==> config.mk <==
export PLATFORM = sky130hd
export DESIGN_NAME = spi_reg_master_flat
export DESIGN_NICKNAME = d
export VERILOG_FILES = /design/src/rtl/spi_reg_master_if.sv /design/src/rtl/spi_reg_master.sv /design/src/flat_wrapper.sv
export SDC_FILE = /design/constraint.sdc
export NUM_CORES = 1
export LEC_CHECK = 0
export CORE_MARGIN = 4
export CORE_UTILIZATION = 35
export DETAILED_ROUTE_END_ITERATION = 16
export PLACE_DENSITY_LB_ADDON = 0.1
export SLEW_MARGIN = 10
export SYNTH_ARGS = -nofsm -noshare
export SYNTH_HDL_FRONTEND = slang
export SYNTH_SLANG_ARGS = --single-unit
==> constraint.sdc <==
create_clock -name clk -period 4.1 [get_ports clk]
set_clock_uncertainty 0.2 [all_clocks]
set_input_delay 0.82 -clock clk [delete_from_list [all_inputs] [get_ports clk]]
set_output_delay 0.82 -clock clk [all_outputs]
set_load 0.01 [all_outputs]
==> src/rtl/spi_reg_master_if.sv <==
`default_nettype none
// ============================================================================
// Module   : spi_reg_master_if
// Brief    : Command/response port bundle between on-chip control logic and
//            the SPI register master. The controller drives commands through
//            the master modport; spi_reg_master implements the slave modport.
// Revision : 1.0 - initial release
// ============================================================================
interface spi_reg_master_if;
    logic       cmd_valid;
    logic       cmd_ready;
    logic       cmd_write;
    logic [6:0] cmd_addr;
    logic [7:0] cmd_wdata;
    logic       rsp_valid;
    logic [7:0] rsp_rdata;
    logic       busy;

    // Controller side: issues commands, observes responses
    modport master (
        output cmd_valid, cmd_write, cmd_addr, cmd_wdata,
        input  cmd_ready, rsp_valid, rsp_rdata, busy
    );

    // SPI master side: accepts commands, produces responses
    modport slave (
        input  cmd_valid, cmd_write, cmd_addr, cmd_wdata,
        output cmd_ready, rsp_valid, rsp_rdata, busy
    );
endinterface
`default_nettype wire

==> src/rtl/spi_reg_master.sv <==
`default_nettype none
// ============================================================================
// Module   : spi_reg_master
// Brief    : SPI mode-0 master issuing single-byte register transactions.
//            Frame = 8-bit header {rw, addr[6:0]} followed by one data byte,
//            MSB first, framed by an active-low chip select.
// Revision : 1.0 - initial release
// ============================================================================
module spi_reg_master #(
    parameter int CLK_DIV  = 6,   // clk cycles per spi_clk half-period
    parameter int CS_SETUP = 12,  // extra cs-to-first-edge setup cycles
    parameter int CS_HOLD  = 10,  // last falling edge to cs release
    parameter int CS_IDLE  = 30   // minimum cs-high gap between frames
) (
    input  logic            clk,
    input  logic            rst_n,
    spi_reg_master_if.slave bus,
    output logic            spi_clk,
    output logic            spi_cs,
    output logic            spi_mosi,
    input  logic            spi_miso
);

    // One down-counter serves every timed phase, so size it for the largest
    localparam int c_max_a   = (CLK_DIV > CS_SETUP) ? CLK_DIV : CS_SETUP;
    localparam int c_max_b   = (CS_HOLD > CS_IDLE)  ? CS_HOLD : CS_IDLE;
    localparam int c_cnt_max = (c_max_a > c_max_b)  ? c_max_a : c_max_b;
    localparam int c_cnt_w   = $clog2(c_cnt_max + 1);

    localparam logic [c_cnt_w-1:0] c_div_ld   = c_cnt_w'(CLK_DIV - 1);
    localparam logic [c_cnt_w-1:0] c_setup_ld = c_cnt_w'(CS_SETUP - 1);
    localparam logic [c_cnt_w-1:0] c_hold_ld  = c_cnt_w'(CS_HOLD - 1);
    localparam logic [c_cnt_w-1:0] c_idle_ld  = c_cnt_w'(CS_IDLE - 1);
    localparam logic [c_cnt_w-1:0] c_cnt_one  = c_cnt_w'(1);

    localparam logic [2:0] c_st_idle  = 3'd0;
    localparam logic [2:0] c_st_setup = 3'd1;
    localparam logic [2:0] c_st_shift = 3'd2;
    localparam logic [2:0] c_st_hold  = 3'd3;
    localparam logic [2:0] c_st_gap   = 3'd4;

    logic [2:0]         r_state;
    logic [c_cnt_w-1:0] r_cnt;
    logic [3:0]         r_bit;       // index of the bit currently on the wire
    logic [14:0]        r_shift;     // bits still to be sent after the current one
    logic [7:0]         r_rd_sh;     // read data collected from spi_miso
    logic               r_write;
    logic               r_ready;
    logic               r_busy;
    logic               r_rsp_valid;
    logic [7:0]         r_rsp_rdata;

    logic               w_cnt_zero;
    logic               w_sample;

    assign w_cnt_zero = (r_cnt == '0);
    // Only the data byte of a read is taken from spi_miso; X elsewhere is ignored
    assign w_sample   = r_bit[3] & ~r_write;

    assign bus.cmd_ready = r_ready;
    assign bus.busy      = r_busy;
    assign bus.rsp_valid = r_rsp_valid;
    assign bus.rsp_rdata = r_rsp_rdata;

    // Frame sequencer: every output is a register updated from the current phase
    always_ff @(posedge clk or negedge rst_n) begin
        if (!rst_n) begin
            r_state     <= c_st_idle;
            r_cnt       <= '0;
            r_bit       <= 4'd0;
            r_shift     <= 15'd0;
            r_rd_sh     <= 8'h00;
            r_write     <= 1'b0;
            r_ready     <= 1'b1;
            r_busy      <= 1'b0;
            r_rsp_valid <= 1'b0;
            r_rsp_rdata <= 8'h00;
            spi_clk     <= 1'b0;
            spi_cs      <= 1'b1;
            spi_mosi    <= 1'b0;
        end else begin
            r_rsp_valid <= 1'b0;
            case (r_state)
                c_st_idle: begin
                    // Ready is registered, so acceptance needs it already visible
                    if (bus.cmd_valid && r_ready) begin
                        r_state  <= c_st_setup;
                        r_ready  <= 1'b0;
                        r_busy   <= 1'b1;
                        r_write  <= bus.cmd_write;
                        r_shift  <= {bus.cmd_addr, bus.cmd_wdata};
                        r_bit    <= 4'd0;
                        r_cnt    <= c_setup_ld;
                        spi_cs   <= 1'b0;
                        spi_mosi <= bus.cmd_write;
                    end
                end

                c_st_setup: begin
                    // Bit 0 is already on mosi; its low phase follows directly
                    if (w_cnt_zero) begin
                        r_state <= c_st_shift;
                        r_cnt   <= c_div_ld;
                    end else begin
                        r_cnt <= r_cnt - c_cnt_one;
                    end
                end

                c_st_shift: begin
                    if (!w_cnt_zero) begin
                        r_cnt <= r_cnt - c_cnt_one;
                    end else if (!spi_clk) begin
                        // End of low phase: raise spi_clk
                        spi_clk <= 1'b1;
                        r_cnt   <= c_div_ld;
                    end else begin
                        // Last cycle of high phase: sample, then fall
                        if (w_sample) begin
                            r_rd_sh <= {r_rd_sh[6:0], spi_miso};
                        end
                        spi_clk <= 1'b0;
                        if (r_bit == 4'd15) begin
                            r_state <= c_st_hold;
                            r_cnt   <= c_hold_ld;
                        end else begin
                            r_bit    <= r_bit + 4'd1;
                            spi_mosi <= r_shift[14];
                            r_shift  <= {r_shift[13:0], 1'b0};
                            r_cnt    <= c_div_ld;
                        end
                    end
                end

                c_st_hold: begin
                    // Release cs and report the result in the same edge
                    if (w_cnt_zero) begin
                        r_state     <= c_st_gap;
                        r_cnt       <= c_idle_ld;
                        spi_cs      <= 1'b1;
                        spi_mosi    <= 1'b0;
                        r_rsp_valid <= 1'b1;
                        r_rsp_rdata <= r_write ? 8'h00 : r_rd_sh;
                    end else begin
                        r_cnt <= r_cnt - c_cnt_one;
                    end
                end

                c_st_gap: begin
                    if (w_cnt_zero) begin
                        r_state <= c_st_idle;
                        r_ready <= 1'b1;
                        r_busy  <= 1'b0;
                    end else begin
                        r_cnt <= r_cnt - c_cnt_one;
                    end
                end

                default: begin
                    r_state  <= c_st_idle;
                    r_ready  <= 1'b1;
                    r_busy   <= 1'b0;
                    spi_clk  <= 1'b0;
                    spi_cs   <= 1'b1;
                    spi_mosi <= 1'b0;
                end
            endcase
        end
    end

endmodule
`default_nettype wire

==> src/flat_wrapper.sv <==
// flat-port wrapper written by rule: the top's interface ports become plain ports
module spi_reg_master_flat 
#(
    parameter int CLK_DIV  = 6,                                        
    parameter int CS_SETUP = 12,                                        
    parameter int CS_HOLD  = 10,                                    
    parameter int CS_IDLE  = 30                                        
)
  (clk, rst_n, spi_clk, spi_cs, spi_mosi, spi_miso, bus_cmd_valid, bus_cmd_write, bus_cmd_addr, bus_cmd_wdata, bus_cmd_ready, bus_rsp_valid, bus_rsp_rdata, bus_busy);
  spi_reg_master_if bus_i ();
  input  logic clk;
  input  logic rst_n;
  output logic spi_clk;
  output logic spi_cs;
  output logic spi_mosi;
  input  logic spi_miso;
  input wire logic [$bits(bus_i.cmd_valid)-1:0] bus_cmd_valid;
  input wire logic [$bits(bus_i.cmd_write)-1:0] bus_cmd_write;
  input wire logic [$bits(bus_i.cmd_addr)-1:0] bus_cmd_addr;
  input wire logic [$bits(bus_i.cmd_wdata)-1:0] bus_cmd_wdata;
  output wire logic [$bits(bus_i.cmd_ready)-1:0] bus_cmd_ready;
  output wire logic [$bits(bus_i.rsp_valid)-1:0] bus_rsp_valid;
  output wire logic [$bits(bus_i.rsp_rdata)-1:0] bus_rsp_rdata;
  output wire logic [$bits(bus_i.busy)-1:0] bus_busy;
  assign bus_i.cmd_valid = bus_cmd_valid;
  assign bus_i.cmd_write = bus_cmd_write;
  assign bus_i.cmd_addr = bus_cmd_addr;
  assign bus_i.cmd_wdata = bus_cmd_wdata;
  assign bus_cmd_ready = bus_i.cmd_ready;
  assign bus_rsp_valid = bus_i.rsp_valid;
  assign bus_rsp_rdata = bus_i.rsp_rdata;
  assign bus_busy = bus_i.busy;
  spi_reg_master #(.CLK_DIV(CLK_DIV), .CS_SETUP(CS_SETUP), .CS_HOLD(CS_HOLD), .CS_IDLE(CS_IDLE)) u_core (.clk(clk), .rst_n(rst_n), .bus(bus_i), .spi_clk(spi_clk), .spi_cs(spi_cs), .spi_mosi(spi_mosi), .spi_miso(spi_miso));
endmodule
; ---- Word level (Yosys, flattened, before mapping)
; Index checks and enable logic that the tools add are counted.
[word_totals]
regBits = 50
latchBits = 0
mem_bits_rw = 0
mem_bits_ro = 0
in_bits = 20
out_inout_bits = 14
wordCells = 98
memories = 0
[classes]
n_addsub = 2
mul = 0
div = 0
magnitude_cmp = 0
n_eq_ne = 14
shifts = 0
muxes = 44
n_bitwise = 6
reduce_logical = 19
[ops]
columns = operator, count
row1 = $mux 15, 4
row2 = $mux 5, 6
row3 = $pmux 15 s2, 1
row4 = $pmux 5 s5, 1
row5 = $mux 3, 7
row6 = $mux 4, 5
row7 = $pmux 3 s5, 1
row8 = $ne 2x1->1 const B, 7
row9 = $mux 1, 12
row10 = $pmux 1 s3, 3
row11 = $reduce_and 3->1, 3
row12 = $mux 8, 1
row13 = $pmux 4 s2, 1
row14 = $reduce_and 7->1, 1
row15 = $eq 3x2->1 const B, 2
row16 = $reduce_and 2->1, 3
row17 = $reduce_and 6->1, 1
row18 = $reduce_or 3->1, 2
row19 = $logic_not 5->1, 1
row20 = $not 1->1, 5
row21 = $reduce_and 5->1, 1
row22 = $reduce_bool 5->1, 1
row23 = $sub 5x1->5 const B, 1
row24 = $add 4x1->4 const B, 1
row25 = 13 further kinds, 14

; ---- Longest topological paths before layout
[logic_depth]
word_depth = 5
mapped_depth = 9
depth_no_buf = 6

; ---- Worst setup path before layout
; Ideal clock, no wire load.
[synth_timing]
path_type = register to register
start = register u_core.r_cnt[0]
end = register u_core.r_shift[14]
setup_ps = 125
arrival_time_ps = 2061
required_time_ps = 3775
setup_slack_ps = 1715
path_stages_with_launch = 8
n_path_buf = 1
synth_period_minus_slack_ps = 2385
cell_sequence = dfrtp_1 -> inv_1 -> ha_1 -> nor4b_4 -> nand4_1 -> a21oi_2 -> buf_6 -> mux2_2
[synth_via]
elab_chain_len = 3
[synth_rtl]
columns = item, line
row1 = start: declaration, spi_reg_master.sv:43  ; logic [c_cnt_w-1:0] r_cnt;
row2 = start signal: assignment, spi_reg_master.sv:93  ; r_cnt <= c_setup_ld;
row3 = start signal: assignment, spi_reg_master.sv:103  ; r_cnt <= c_div_ld;
row4 = start signal: assignment, spi_reg_master.sv:105  ; r_cnt <= r_cnt - c_cnt_one;
row5 = $logic_not 5->1, spi_reg_master.sv:56  ; assign w_cnt_zero = (r_cnt == '0);
row6 = $ne 2x1->1 (no line), --
row7 = $reduce_and 5->1 (no line), --
row8 = end signal: assignment, spi_reg_master.sv:91  ; r_shift <= {bus.cmd_addr, bus.cmd_wdata};
row9 = end signal: assignment, spi_reg_master.sv:128  ; r_shift <= {r_shift[13:0], 1'b0};
row10 = end: declaration, spi_reg_master.sv:45  ; logic [14:0] r_shift;
; Every way passes these cells.
; A chain may end at the register's enable or synchronous reset.

; ---- Worst setup path in the final report
[layout_timing]
start = register u_core.r_cnt[0]
end = register u_core.r_rd_sh[0]
[layout_via]
elab_chain_len = 2
[layout_rtl]
columns = item, line
row1 = $logic_not 5->1, spi_reg_master.sv:56
row2 = $reduce_and 4->1 (no line), --
row3 = end signal: assignment, spi_reg_master.sv:119  ; r_rd_sh <= {r_rd_sh[6:0], spi_miso};
row4 = end: declaration, spi_reg_master.sv:46  ; logic [7:0] r_rd_sh;
; Every way passes these cells.

==> impl_metrics.json <==
{
  "ys_types": 42,
  "startpoint_type": "flop",
  "ys_seq_area_share_pct": 49.5,
  "rsz0062_at_grt": "no",
  "finalHoldViolCount": 0,
  "r2r_slack_ns": 1.35,
  "wl_per_cell_microns": 14.5,
  "place_hpwl_microns": 3670,
  "vias": 1821,
  "dieHeight_microns": 93.0,
  "hold_ws_ns": 0.288,
  "synth_seq_cells": 50,
  "setup_tns_ns": 0,
  "reg2reg_depth": 5,
  "ys.flop_type": "dfrtp_1",
  "worstPathRequired_ns": 4.08,
  "clkLatencyLatePin_ns": 0.29,
  "rr_startpoint": "u_core.r_cnt[0]$_DFFE_PN0P_",
  "syn2layout_area_growth_pct": 20.3,
  "crit_path_max_fanout": 10,
  "cts_htree_levels": 2,
  "grt_pass1_vias": 1791,
  "finalMaxSlewViolations": 0,
  "cp.arrival_ns": 2.73,
  "final_nets": 287,
  "placementRows": 30,
  "switching_power_mw": 0.178,
  "startpoint": "u_core.r_cnt[0]$_DFFE_PN0P_",
  "wirelength_microns": 5220,
  "ys_top_cells_by_count": "48 x dfrtp_1, 38 x mux2_2, 20 x nand2_1",
  "cp-end-kind": "flop",
  "fin_crit_sh_pct": 67.1,
  "worst_pin_slew_ns": 0.702,
  "initial_core_util_pct": 36.6,
  "synth_area_leader_cell": "dfrtp_1",
  "r2r-end": "u_core.r_rd_sh[0]$_DFFE_PN0P_",
  "p_per_area_nw_per_um2": 296,
  "p_sw_share_pct": 19.7,
  "io_pins": 34,
  "outcome": "complete, no violations",
  "leakagePower_nw": 1.28,
  "synth_edf_count": 0,
  "intPower_mw": 0.724,
  "antenna_found_initial": 0,
  "fin_area_sq_um": 3050,
  "grt_start_max_net_pins": 32,
  "grt.total_usage_pct": 13.0,
  "antenna_left": 0,
  "drtIter0Drc": 42,
  "vias_per_cell": 5.04,
  "syn-num-nets": 256,
  "root_buffer": "clkbuf_8",
  "whs_endpoint": "u_core.bus.rsp_rdata[0]$_DFFE_PN0P_",
  "clk_pin_slew_ns": 0.09,
  "synth.area.top_cells": "dfrtp_1 47%, mux2_2 17%, o21ai_0 3.6%",
  "hp-class": "reg -> reg",
  "finalWorstSetupSlack_ns": 1.35,
  "syn_area_per_cell_sq_um": 10.8,
  "syn_area_sq_um": 2530,
  "max_freq_ghz": 0.363,
  "yosysWarnings": 0,
  "grt_pass1_wl_microns": 8910,
  "grt_overflow": 0,
  "synth-async-reset-ratio_pct": 100,
  "drc": 0,
  "synth_most_common_cell": "dfrtp_1",
  "combinationalPowerShare_pct": 5.1,
  "dpl_cell_area_sq_um": 2930,
  "io_buffers": 33,
  "cts_sinks": 50,
  "cts_buffer_depth": 2,
  "die_w_microns": 93.0,
  "cts_tree": "yes",
  "power_frac_seq_pct": 56.0,
  "cts_setup_buffers": 0,
  "setup_viol": 0,
  "ir_worst_vdd_mv": 0.186,
  "relSlewSlack_pct": 53.2,
  "numCtsBuffers": 5,
  "dpl_worst_slack_ns": 1.27,
  "die_area_sq_um": 8660,
  "drt-pass1-iter-count": 4,
  "synthCells": 234,
  "n_antenna_cell": 0,
  "synthDominantCellAreaShare_pct": 47.5,
  "max_cap_viol_count": 0,
  "ctsResizeCount": 0,
  "finalCriticalPeriod_ns": 2.75,
  "gp_congestion": 0.808,
  "p_clk_share_pct": 39.0,
  "hold_depth": 2,
  "core-area_sq_um": 6910,
  "setup.worst_path.class": "reg -> reg",
  "drive_gt1_share_pct": 21.9,
  "ctsHoldBuffers": 0,
  "min_from": "u_core.bus.rsp_rdata[0]$_DFFE_PN0P_"
}
[power groups by stage]
stage          Combinational (mW)  Sequential [mW]  Clock, mW
2_1_floorplan              0.0136            0.514          0
3_3_place_gp               0.0477            0.515          0
3_5_place_dp               0.0475            0.515          0
4_1_cts                    0.0475            0.505      0.365
5_1_grt                    0.0512            0.506      0.381
6_report                   0.0457            0.505      0.352
[worst max-delay path: stages, from the launching register on]
cell	delay, ns
dfrtp_1	0.45
inv_1	0.08
ha_1	0.20
or4b_1	0.69
nor4_4	0.63
mux2_2	0.40
[flip-flops by register name, indices dropped and copies added, names as in the netlist]
| signal | flops |
|---|---|
| u_core.r_shift | 15 |
| u_core.bus.rsp_rdata | 8 |
| u_core.r_rd_sh | 8 |
| u_core.r_cnt | 5 |
| u_core.r_bit | 4 |
| u_core.r_state | 3 |
| u_core.bus.busy | 1 |
| u_core.bus.cmd_ready | 1 |
| u_core.bus.rsp_valid | 1 |
| u_core.r_write | 1 |
| u_core.spi_clk | 1 |
| u_core.spi_cs | 1 |
| u_core.spi_mosi | 1 |
[how the worst max path moves through the flow]
stage | end | cells after the start | slack (ns)
after global placement | u_core.r_shift[7]$_DFFE_PN0P_ | 5 | 1.24
after CTS | u_core.r_rd_sh[0]$_DFFE_PN0P_ | 5 | 1.32
after floorplan | u_core.r_shift[14]$_DFFE_PN0P_ | 7 | 1.71
after detailed placement | u_core.r_shift[10]$_DFFE_PN0P_ | 5 | 1.27
after global routing | u_core.r_rd_sh[6]$_DFFE_PN0P_ | 5 | 1.18
final | u_core.r_rd_sh[0]$_DFFE_PN0P_ | 5 | 1.35
[layer usage]
metal	wire length (microns)	part of all wire (%)	GRT usage (%)	vias up
li1	-	-	-	897
met1	2570	49	18.5	886
met2	2390	46	19.4	32
met3	194	3.7	2.65	6
met4	76	1.5	4.88	0
met5	0	0	0	-
[cells in the final DEF, fill, tap and decap left out, types with 3 or more instances in the layout]
cell type        netlist  routed
inv_1                 10      10
nand3_1                8       8
o21ai_0               18      18
buf_4                  1       3
clkbuf_8               0       6
mux2_2                38      38
dfrtp_1               48      48
nand2b_1               9       9
nand2_1               20      20
clkdlybuf4s50_1        0      32
a21oi_1               12      12
o211ai_1               4       4
nor2_1                13      13
[cell families after synthesis]
logic type | after synthesis | share of synthesized area, %
compound gates | 50 | 12.0
xor+xnor | 2 | 0.692
fa+ha+maj | 2 | 0.988
buf+inv | 22 | 4.10
flops | 50 | 49.5
mux | 40 | 17.7
simple gates | 68 | 15.0
[layout make-up]
cell class                      instances  area [sq um]
Fill cell                             695          3860
Sequential cell                        50          1250
Multi-Input combinational cell        162          1170
Timing Repair Buffer                   36           348
Tap cell                               96           120
Clock buffer                            6          82.6
Inverter                               10          37.5
Clock inverter                          1          30.0
[per-stage QoR]
step	instances	utilization, %	total power [mW]
final	361	44.1	0.902
after global routing	361	44.1	0.939
after CTS	361	44.1	0.918
after detailed placement	354	42.5	0.562
after global placement	354	42.5	0.562
after floorplan	234	-	0.528
Note: power is estimated with default switching activity, not from simulation.
